## config.mk

```make
export PLATFORM = sky130hd
export DESIGN_NAME = mem_arbiter_rr_flat
export DESIGN_NICKNAME = d
export VERILOG_FILES = /design/src/rtl/mem_arbiter_rr_if.sv /design/src/rtl/mem_arbiter_rr.sv /design/src/flat_wrapper.sv
export SDC_FILE = /design/constraint.sdc
export NUM_CORES = 1
export LEC_CHECK = 0
export ABC_CLOCK_PERIOD_IN_PS = 11130
export CAP_MARGIN = 20
export CORE_AREA = 3 3 343 345
export CTS_CLUSTER_SIZE = 12
export DETAILED_ROUTE_END_ITERATION = 6
export DIE_AREA = 0 0 346 348
export GPL_TIMING_DRIVEN = 0
export HOLD_SLACK_MARGIN = 0.15
export PLACE_DENSITY = 0.46
export SLEW_MARGIN = 20
export SYNTH_ARGS = -nofsm -noshare
export SYNTH_HDL_FRONTEND = slang
export SYNTH_SLANG_ARGS = --single-unit
export TNS_END_PERCENT = 10
```

## constraint.sdc

```tcl
create_clock -name clk -period 11.13 [get_ports clk]
set_input_delay 2.226 -clock clk [delete_from_list [all_inputs] [get_ports clk]]
set_output_delay 2.226 -clock clk [all_outputs]
set_load 0.005 [all_outputs]
```

## src/rtl/mem_arbiter_rr_if.sv

```systemverilog
// -----------------------------------------------------------------------------
// mem_arbiter_rr_if
// Bundles the client-side request/data signals and the single memory back-end
// port of the round-robin memory arbiter.
//   Client side : req, rw, addr, len (flattened per client), grant, ack,
//                 wdata, wvalid, wready, rdata (shared), rvalid (per client)
//   Back-end    : mem_req, mem_rw, mem_addr, mem_len, mem_gnt,
//                 mem_wdata, mem_wvalid, mem_wready, mem_rdata, mem_rvalid
// Modports:
//   slave  - the arbiter's view
//   master - the surrounding environment (clients plus back-end)
// -----------------------------------------------------------------------------
interface mem_arbiter_rr_if #(
    parameter int NUM_CLIENTS = 4,
    parameter int ADDR_W      = 48,
    parameter int LEN_W       = 32,
    parameter int DATA_W      = 64
);
    logic [NUM_CLIENTS-1:0]        req;
    logic [NUM_CLIENTS-1:0]        rw;
    logic [NUM_CLIENTS*ADDR_W-1:0] addr;
    logic [NUM_CLIENTS*LEN_W-1:0]  len;
    logic [NUM_CLIENTS-1:0]        grant;
    logic [NUM_CLIENTS-1:0]        ack;
    logic [NUM_CLIENTS*DATA_W-1:0] wdata;
    logic [NUM_CLIENTS-1:0]        wvalid;
    logic [NUM_CLIENTS-1:0]        wready;
    logic [DATA_W-1:0]             rdata;
    logic [NUM_CLIENTS-1:0]        rvalid;

    logic                          mem_req;
    logic                          mem_rw;
    logic [ADDR_W-1:0]             mem_addr;
    logic [LEN_W-1:0]              mem_len;
    logic                          mem_gnt;
    logic [DATA_W-1:0]             mem_wdata;
    logic                          mem_wvalid;
    logic                          mem_wready;
    logic [DATA_W-1:0]             mem_rdata;
    logic                          mem_rvalid;

    modport slave (
        input  req, rw, addr, len, wdata, wvalid,
        input  mem_gnt, mem_wready, mem_rdata, mem_rvalid,
        output grant, ack, wready, rdata, rvalid,
        output mem_req, mem_rw, mem_addr, mem_len, mem_wdata, mem_wvalid
    );

    modport master (
        output req, rw, addr, len, wdata, wvalid,
        output mem_gnt, mem_wready, mem_rdata, mem_rvalid,
        input  grant, ack, wready, rdata, rvalid,
        input  mem_req, mem_rw, mem_addr, mem_len, mem_wdata, mem_wvalid
    );
endinterface

```

## src/rtl/mem_arbiter_rr.sv

```systemverilog
// -----------------------------------------------------------------------------
// mem_arbiter_rr
// N-client round-robin memory arbiter. One client owns the back-end port for
// its whole burst; the burst is issued as commands of at most MAX_CHUNK beats,
// data streams per beat with valid/ready, and the owner gets a one-cycle ack.
// Ports:
//   clk  - clock
//   rst  - asynchronous active-high reset
//   bus  - mem_arbiter_rr_if.slave (client request/data + back-end port)
// -----------------------------------------------------------------------------
module mem_arbiter_rr #(
    parameter int NUM_CLIENTS = 4,
    parameter int ADDR_W      = 48,
    parameter int LEN_W       = 32,
    parameter int DATA_W      = 64,
    parameter int MAX_CHUNK   = 256
) (
    input  logic             clk,
    input  logic             rst,
    mem_arbiter_rr_if.slave  bus
);
    localparam int IDX_W = (NUM_CLIENTS > 1) ? $clog2(NUM_CLIENTS) : 1;

    typedef enum logic [1:0] {S_IDLE, S_CMD, S_DATA, S_DONE} state_t;

    state_t                   r_state, w_state_nxt;
    logic [IDX_W-1:0]         r_ptr, r_owner, w_pick, w_idx;
    logic [IDX_W:0]           w_sum;
    logic                     w_pick_vld;
    logic [NUM_CLIENTS-1:0]   r_grant, r_ack, r_rvalid_p1;
    logic                     r_cur_rw;
    logic [ADDR_W-1:0]        r_cur_addr;
    logic [LEN_W-1:0]         r_remaining, r_chunk, r_beat_cnt;
    logic [LEN_W-1:0]         w_chunk, w_rem_after;
    logic [DATA_W-1:0]        r_rdata_p1;
    logic                     w_wr_phase, w_beat, w_last_beat, w_arb;

    logic [ADDR_W-1:0]        w_addr  [NUM_CLIENTS];
    logic [LEN_W-1:0]         w_len   [NUM_CLIENTS];
    logic [DATA_W-1:0]        w_wdata [NUM_CLIENTS];

    for (genvar g = 0; g < NUM_CLIENTS; g++) begin : g_unpack
        assign w_addr[g]  = bus.addr[g*ADDR_W +: ADDR_W];
        assign w_len[g]   = bus.len[g*LEN_W +: LEN_W];
        assign w_wdata[g] = bus.wdata[g*DATA_W +: DATA_W];
    end

    // Round-robin search from r_ptr+1; scanning farthest-first lets the
    // nearest requester overwrite the result without a break.
    always_comb begin
        w_pick     = '0;
        w_pick_vld = 1'b0;
        w_sum      = '0;
        w_idx      = '0;
        for (int k = NUM_CLIENTS; k >= 1; k--) begin
            w_sum = {1'b0, r_ptr} + (IDX_W+1)'(k);
            if (w_sum >= (IDX_W+1)'(NUM_CLIENTS))
                w_sum = w_sum - (IDX_W+1)'(NUM_CLIENTS);
            w_idx = w_sum[IDX_W-1:0];
            if (bus.req[w_idx]) begin
                w_pick     = w_idx;
                w_pick_vld = 1'b1;
            end
        end
    end

    // A request seen while ack is still high belongs to the finished burst.
    assign w_arb       = w_pick_vld && (r_ack == '0);
    assign w_chunk     = (r_remaining > LEN_W'(MAX_CHUNK)) ? LEN_W'(MAX_CHUNK) : r_remaining;
    assign w_rem_after = r_remaining - r_chunk;
    assign w_wr_phase  = (r_state == S_DATA) && r_cur_rw;
    assign w_beat      = r_cur_rw ? (bus.wvalid[r_owner] & bus.mem_wready) : bus.mem_rvalid;
    assign w_last_beat = (r_state == S_DATA) && w_beat && (r_beat_cnt == LEN_W'(1));

    always_ff @(posedge clk or posedge rst) begin
        if (rst) r_state <= S_IDLE;
        else     r_state <= w_state_nxt;
    end

    always_comb begin
        w_state_nxt    = r_state;
        bus.mem_req    = 1'b0;
        bus.mem_rw     = 1'b0;
        bus.mem_addr   = '0;
        bus.mem_len    = '0;
        bus.mem_wdata  = '0;
        bus.mem_wvalid = 1'b0;
        bus.wready     = '0;
        case (r_state)
            S_IDLE: if (w_arb) w_state_nxt = S_CMD;
            S_CMD: begin
                if (r_remaining == '0) begin
                    w_state_nxt = S_DONE;
                end else begin
                    bus.mem_req  = 1'b1;
                    bus.mem_rw   = r_cur_rw;
                    bus.mem_addr = r_cur_addr;
                    bus.mem_len  = w_chunk;
                    if (bus.mem_gnt) w_state_nxt = S_DATA;
                end
            end
            S_DATA: begin
                if (w_wr_phase) begin
                    bus.mem_wdata  = w_wdata[r_owner];
                    bus.mem_wvalid = bus.wvalid[r_owner];
                    bus.wready     = bus.mem_wready ? r_grant : '0;
                end
                if (w_last_beat)
                    w_state_nxt = (w_rem_after == '0) ? S_DONE : S_CMD;
            end
            S_DONE:  w_state_nxt = S_IDLE;
            default: w_state_nxt = S_IDLE;
        endcase
    end

    always_ff @(posedge clk or posedge rst) begin
        if (rst) begin
            r_ptr       <= IDX_W'(NUM_CLIENTS - 1);
            r_owner     <= '0;
            r_grant     <= '0;
            r_ack       <= '0;
            r_rvalid_p1 <= '0;
            r_rdata_p1  <= '0;
            r_cur_rw    <= 1'b0;
            r_cur_addr  <= '0;
            r_remaining <= '0;
            r_chunk     <= '0;
            r_beat_cnt  <= '0;
        end else begin
            r_ack       <= '0;
            r_rvalid_p1 <= '0;
            case (r_state)
                S_IDLE: begin
                    if (w_arb) begin
                        r_grant     <= NUM_CLIENTS'(1) << w_pick;
                        r_owner     <= w_pick;
                        r_ptr       <= w_pick;
                        r_cur_rw    <= bus.rw[w_pick];
                        r_cur_addr  <= w_addr[w_pick];
                        r_remaining <= w_len[w_pick];
                    end
                end
                S_CMD: begin
                    if ((r_remaining != '0) && bus.mem_gnt) begin
                        r_chunk    <= w_chunk;
                        r_beat_cnt <= w_chunk;
                    end
                end
                S_DATA: begin
                    // Read beats reach the owner one cycle after the back-end.
                    if (!r_cur_rw && bus.mem_rvalid) begin
                        r_rvalid_p1 <= r_grant;
                        r_rdata_p1  <= bus.mem_rdata;
                    end
                    if (w_beat) r_beat_cnt <= r_beat_cnt - LEN_W'(1);
                    if (w_last_beat) begin
                        r_remaining <= w_rem_after;
                        r_cur_addr  <= r_cur_addr + ADDR_W'(r_chunk) * ADDR_W'(DATA_W / 8);
                    end
                end
                S_DONE: begin
                    r_ack   <= r_grant;
                    r_grant <= '0;
                end
                default: ;
            endcase
        end
    end

    assign bus.grant  = r_grant;
    assign bus.ack    = r_ack;
    assign bus.rvalid = r_rvalid_p1;
    assign bus.rdata  = r_rdata_p1;
endmodule

```

## src/flat_wrapper.sv

```systemverilog
// flat-port wrapper written by rule: the top's interface ports become plain ports
module mem_arbiter_rr_flat 
#(
    parameter int NUM_CLIENTS = 4,
    parameter int ADDR_W      = 48,
    parameter int LEN_W       = 32,
    parameter int DATA_W      = 64,
    parameter int MAX_CHUNK   = 256
)
  (clk, rst, bus_req, bus_rw, bus_addr, bus_len, bus_wdata, bus_wvalid, bus_mem_gnt, bus_mem_wready, bus_mem_rdata, bus_mem_rvalid, bus_grant, bus_ack, bus_wready, bus_rdata, bus_rvalid, bus_mem_req, bus_mem_rw, bus_mem_addr, bus_mem_len, bus_mem_wdata, bus_mem_wvalid);
  mem_arbiter_rr_if #(.NUM_CLIENTS(NUM_CLIENTS), .ADDR_W(ADDR_W), .LEN_W(LEN_W), .DATA_W(DATA_W)) bus_i ();
  input  logic clk;
  input  logic rst;
  input wire logic [$bits(bus_i.req)-1:0] bus_req;
  input wire logic [$bits(bus_i.rw)-1:0] bus_rw;
  input wire logic [$bits(bus_i.addr)-1:0] bus_addr;
  input wire logic [$bits(bus_i.len)-1:0] bus_len;
  input wire logic [$bits(bus_i.wdata)-1:0] bus_wdata;
  input wire logic [$bits(bus_i.wvalid)-1:0] bus_wvalid;
  input wire logic [$bits(bus_i.mem_gnt)-1:0] bus_mem_gnt;
  input wire logic [$bits(bus_i.mem_wready)-1:0] bus_mem_wready;
  input wire logic [$bits(bus_i.mem_rdata)-1:0] bus_mem_rdata;
  input wire logic [$bits(bus_i.mem_rvalid)-1:0] bus_mem_rvalid;
  output wire logic [$bits(bus_i.grant)-1:0] bus_grant;
  output wire logic [$bits(bus_i.ack)-1:0] bus_ack;
  output wire logic [$bits(bus_i.wready)-1:0] bus_wready;
  output wire logic [$bits(bus_i.rdata)-1:0] bus_rdata;
  output wire logic [$bits(bus_i.rvalid)-1:0] bus_rvalid;
  output wire logic [$bits(bus_i.mem_req)-1:0] bus_mem_req;
  output wire logic [$bits(bus_i.mem_rw)-1:0] bus_mem_rw;
  output wire logic [$bits(bus_i.mem_addr)-1:0] bus_mem_addr;
  output wire logic [$bits(bus_i.mem_len)-1:0] bus_mem_len;
  output wire logic [$bits(bus_i.mem_wdata)-1:0] bus_mem_wdata;
  output wire logic [$bits(bus_i.mem_wvalid)-1:0] bus_mem_wvalid;
  assign bus_i.req = bus_req;
  assign bus_i.rw = bus_rw;
  assign bus_i.addr = bus_addr;
  assign bus_i.len = bus_len;
  assign bus_i.wdata = bus_wdata;
  assign bus_i.wvalid = bus_wvalid;
  assign bus_i.mem_gnt = bus_mem_gnt;
  assign bus_i.mem_wready = bus_mem_wready;
  assign bus_i.mem_rdata = bus_mem_rdata;
  assign bus_i.mem_rvalid = bus_mem_rvalid;
  assign bus_grant = bus_i.grant;
  assign bus_ack = bus_i.ack;
  assign bus_wready = bus_i.wready;
  assign bus_rdata = bus_i.rdata;
  assign bus_rvalid = bus_i.rvalid;
  assign bus_mem_req = bus_i.mem_req;
  assign bus_mem_rw = bus_i.mem_rw;
  assign bus_mem_addr = bus_i.mem_addr;
  assign bus_mem_len = bus_i.mem_len;
  assign bus_mem_wdata = bus_i.mem_wdata;
  assign bus_mem_wvalid = bus_i.mem_wvalid;
  mem_arbiter_rr #(.NUM_CLIENTS(NUM_CLIENTS), .ADDR_W(ADDR_W), .LEN_W(LEN_W), .DATA_W(DATA_W), .MAX_CHUNK(MAX_CHUNK)) u_core (.clk(clk), .rst(rst), .bus(bus_i));
endmodule
```

==> impl_metrics.json <==
{
  "status": "finished, final reports clean",
  "synth-compound-area-share_pct": 21.5,
  "ys_ff_latch": 227,
  "drtIter0Drc": 1833,
  "vias_per_cell": 4.66,
  "slew_headroom_pct": 16.9,
  "cts_setup_buffers": 0,
  "synth_flop_cell": "dfrtp_1",
  "grt_pass1_wl_mm": 200,
  "ys_types": 90,
  "hold_start": "u_core.r_beat_cnt[29]",
  "grt_overflow_total": 0,
  "yosys.area_share.simple_pct": 22.0,
  "syn_area_per_cell_sq_um": 8.61,
  "synth_largest_area_cell": "dfrtp_1",
  "period_minus_slack_ns": 6.73,
  "worst_pin_slew_ns": 1.24,
  "synthAdderAreaFrac_pct": 4.85,
  "placed_area_sq_um": 29400,
  "cts_resized": 0,
  "fin_nets": 3813,
  "fillCellCount": 12500,
  "antenna_found_initial": 53,
  "yosysMostFrequentCell": "nand2_1",
  "cts_sinks": 227,
  "slew_violations": 0,
  "hp-class": "flip-flop to flip-flop",
  "critical_path_class": "flip-flop to output pin",
  "max_freq_ghz": 0.149,
  "cap_viol_max_count": 0,
  "initial_core_util_pct": 16.3,
  "port_buffers": 859,
  "die_y_um": 348,
  "synthMuxAreaShare_pct": 13.9,
  "synth_top_area_share_pct": 30.2,
  "first_global_vias": 21100,
  "synth_top_family_by_area": "simple AND/OR/NAND/NOR gates",
  "design_area_sq_um": 30500,
  "first_pass_iters": 5,
  "arrival_ns": 4.50,
  "clockRootBuffer": "clkbuf_16",
  "yosysWarnings": 0,
  "synth_common_cells": "nand2_1 (304), dfrtp_1 (225), and2_1 (180), o21ai_0 (156), a21oi_1 (150)",
  "clk_path_buf_depth": 3,
  "wirelength_mm": 154,
  "wl_per_cell_um": 33.1,
  "timing.hold.ws_ns": 0.483,
  "synth_edf_count": 0,
  "synthToLayoutAreaGrowth_pct": 63.8,
  "crit_path_start_kind": "flip-flop",
  "ctsHoldBuffers": 0,
  "synth_area_sq_um": 18600,
  "ir_worst_vdd_uv": 185,
  "syn_inst": 2164,
  "ys_seq_area_share_pct": 30.5,
  "drc": 0,
  "critPathLaunch": "u_core.r_remaining[16]",
  "core_sq_um": 115000,
  "pin_count": 884,
  "setup_viol_count_final": 0,
  "route.vias.total": 21600,
  "gr-usage-all-layers_pct": 24.5,
  "antenna_left": 0,
  "die-width_um": 346,
  "hold_viol": 0,
  "place_congestion": 0.962,
  "p_per_area_nw_per_um2": 256,
  "crit_fanout": 10,
  "endpoint_kind": "output pin",
  "rsz0062_at_grt": "false",
  "drive_gt1_share_pct": 8.82,
  "grt_start_max_net_pins": 78,
  "dieArea_sq_um": 120000,
  "synth-xor-area-share_pct": 1.93,
  "p_leak_nw": 11.9,
  "fin_total_pwr_w": 0.00780,
  "post-dp-hpwl_mm": 133,
  "reg2reg_from": "u_core.r_ptr[1]",
  "setup_slack_ns": 4.40,
  "rows": 124,
  "clkTransAtPathRegs_ns": 0.07,
  "dp_slack_ns": 3.74,
  "clk_latency_ns": 0.62,
  "cts_tree": "done",
  "fin_crit_sh_pct": 60.4,
  "postSynth.asyncResetShare_pct": 100,
  "crit_required_ns": 8.90,
  "fin_skew_ns": 0.0188,
  "numCtsBuffers": 30,
  "yosys-top-cells-area": "dfrtp_1 (30%), mux4_2 (9.2%), nand2_1 (6.1%)",
  "htreeDepth": 1
}
## cells by family after synthesis
kind of cell / Yosys count
AND/OR/NAND/NOR: 824
multiplexers: 155
adder cells (fa/ha/maj): 71
XOR/XNOR: 41
buffers and inverters: 234
other: 1
AO/OA/AOI/OAI: 611
flip-flops: 227
## placed cells by master, fill, tap and decap left out, types with 23 or more instances in the layout
| master | count |
|---|---|
| and2_1 | 180 |
| a21oi_1 | 150 |
| dfrtp_1 | 225 |
| a21o_1 | 29 |
| ha_1 | 69 |
| mux4_2 | 76 |
| and3_1 | 24 |
| nor2_1 | 120 |
| clkbuf_16 | 30 |
| clkbuf_1 | 118 |
| conb_1 | 23 |
| inv_1 | 63 |
| o21ai_0 | 156 |
| nand2_1 | 304 |
| nor3_1 | 35 |
| a311oi_1 | 49 |
| xnor2_1 | 24 |
| nand3_1 | 43 |
| buf_4 | 25 |
| clkdlybuf4s50_1 | 859 |
| a211oi_1 | 64 |
| mux2_2 | 66 |
## final cells by class
type | instances | area [sq um] | share of cell area, %
multi-input combinational | 1725 | 12100 | 39.5
antenna | 18 | 45.0 | 0.148
clock buffer | 46 | 891 | 2.92
inverter | 65 | 251 | 0.824
tap | 1512 | 1890 | 6.20
clock inverter | 9 | 184 | 0.603
sequential | 227 | 5680 | 18.6
buffer | 169 | 762 | 2.50
timing repair buffer | 867 | 8750 | 28.7
## state kept, by name, summed over array words and instances, names as in the netlist, 4 cells and up
register and count:
u_core.bus.grant 4, u_core.bus.rvalid 4, u_core.r_cur_addr 48, u_core.bus.rdata 64, u_core.bus.ack 4, u_core.r_chunk 32, u_core.r_remaining 32, u_core.r_beat_cnt 32
## per-layer routing
| layer | track usage [%] | routed length [um] | vias to the layer above |
|---|---|---|---|
| met3 | 5.50 | 12300 | 119 |
| met4 | 2.86 | 1950 | 10 |
| met2 | 38.4 | 67500 | 910 |
| li1 | - | - | 9789 |
| met1 | 35.4 | 71900 | 10800 |
| met5 | 0 | 70 | - |
## path summary, 6_finish.rpt
check | to | slack (ns) | cells after the start
min in group asynchronous | u_core.bus.rdata[47] | 2.09 | 2
max | bus_mem_req | 4.40 | 8
min reg2reg | u_core.r_beat_cnt[29] | 0.48 | 1
max reg2reg | u_core.r_cur_addr[47] | 5.97 | 10
min | u_core.r_beat_cnt[29] | 0.48 | 1
max in group asynchronous | u_core.bus.rdata[6] | 8.05 | 3
## stage by stage
stage | utilization [%] | TNS (ns) | cells
finish | 26.7 | 0 | 4638
global placement | 25.5 | -387.29 | 4557
floorplan | - | 0 | 2186
detailed placement | 25.7 | 0 | 4565
global route | 26.6 | 0 | 4621
CTS | 26.6 | 0 | 4620
## power breakdown
group | internal (W) | switching (W) | leakage [nW] | total, W
Clock | 0.000663 | 0.000435 | 0.522 | 0.00110
Combinational | 0.00202 | 0.00323 | 8.53 | 0.00526
Sequential | 0.00116 | 0.000294 | 2.84 | 0.00145
## critical path: stages, from the launching register on
cell and delay (ns):
dfrtp_1 0.42, nor4_1 0.39, nand4_1 0.27, nor4_1 0.52, nand2b_1 0.35, inv_1 0.35, clkbuf_1 0.53, clkbuf_1 0.45
clkdlybuf4s50_1 0.58
No activity file was read; power rests on OpenSTA's default activity.
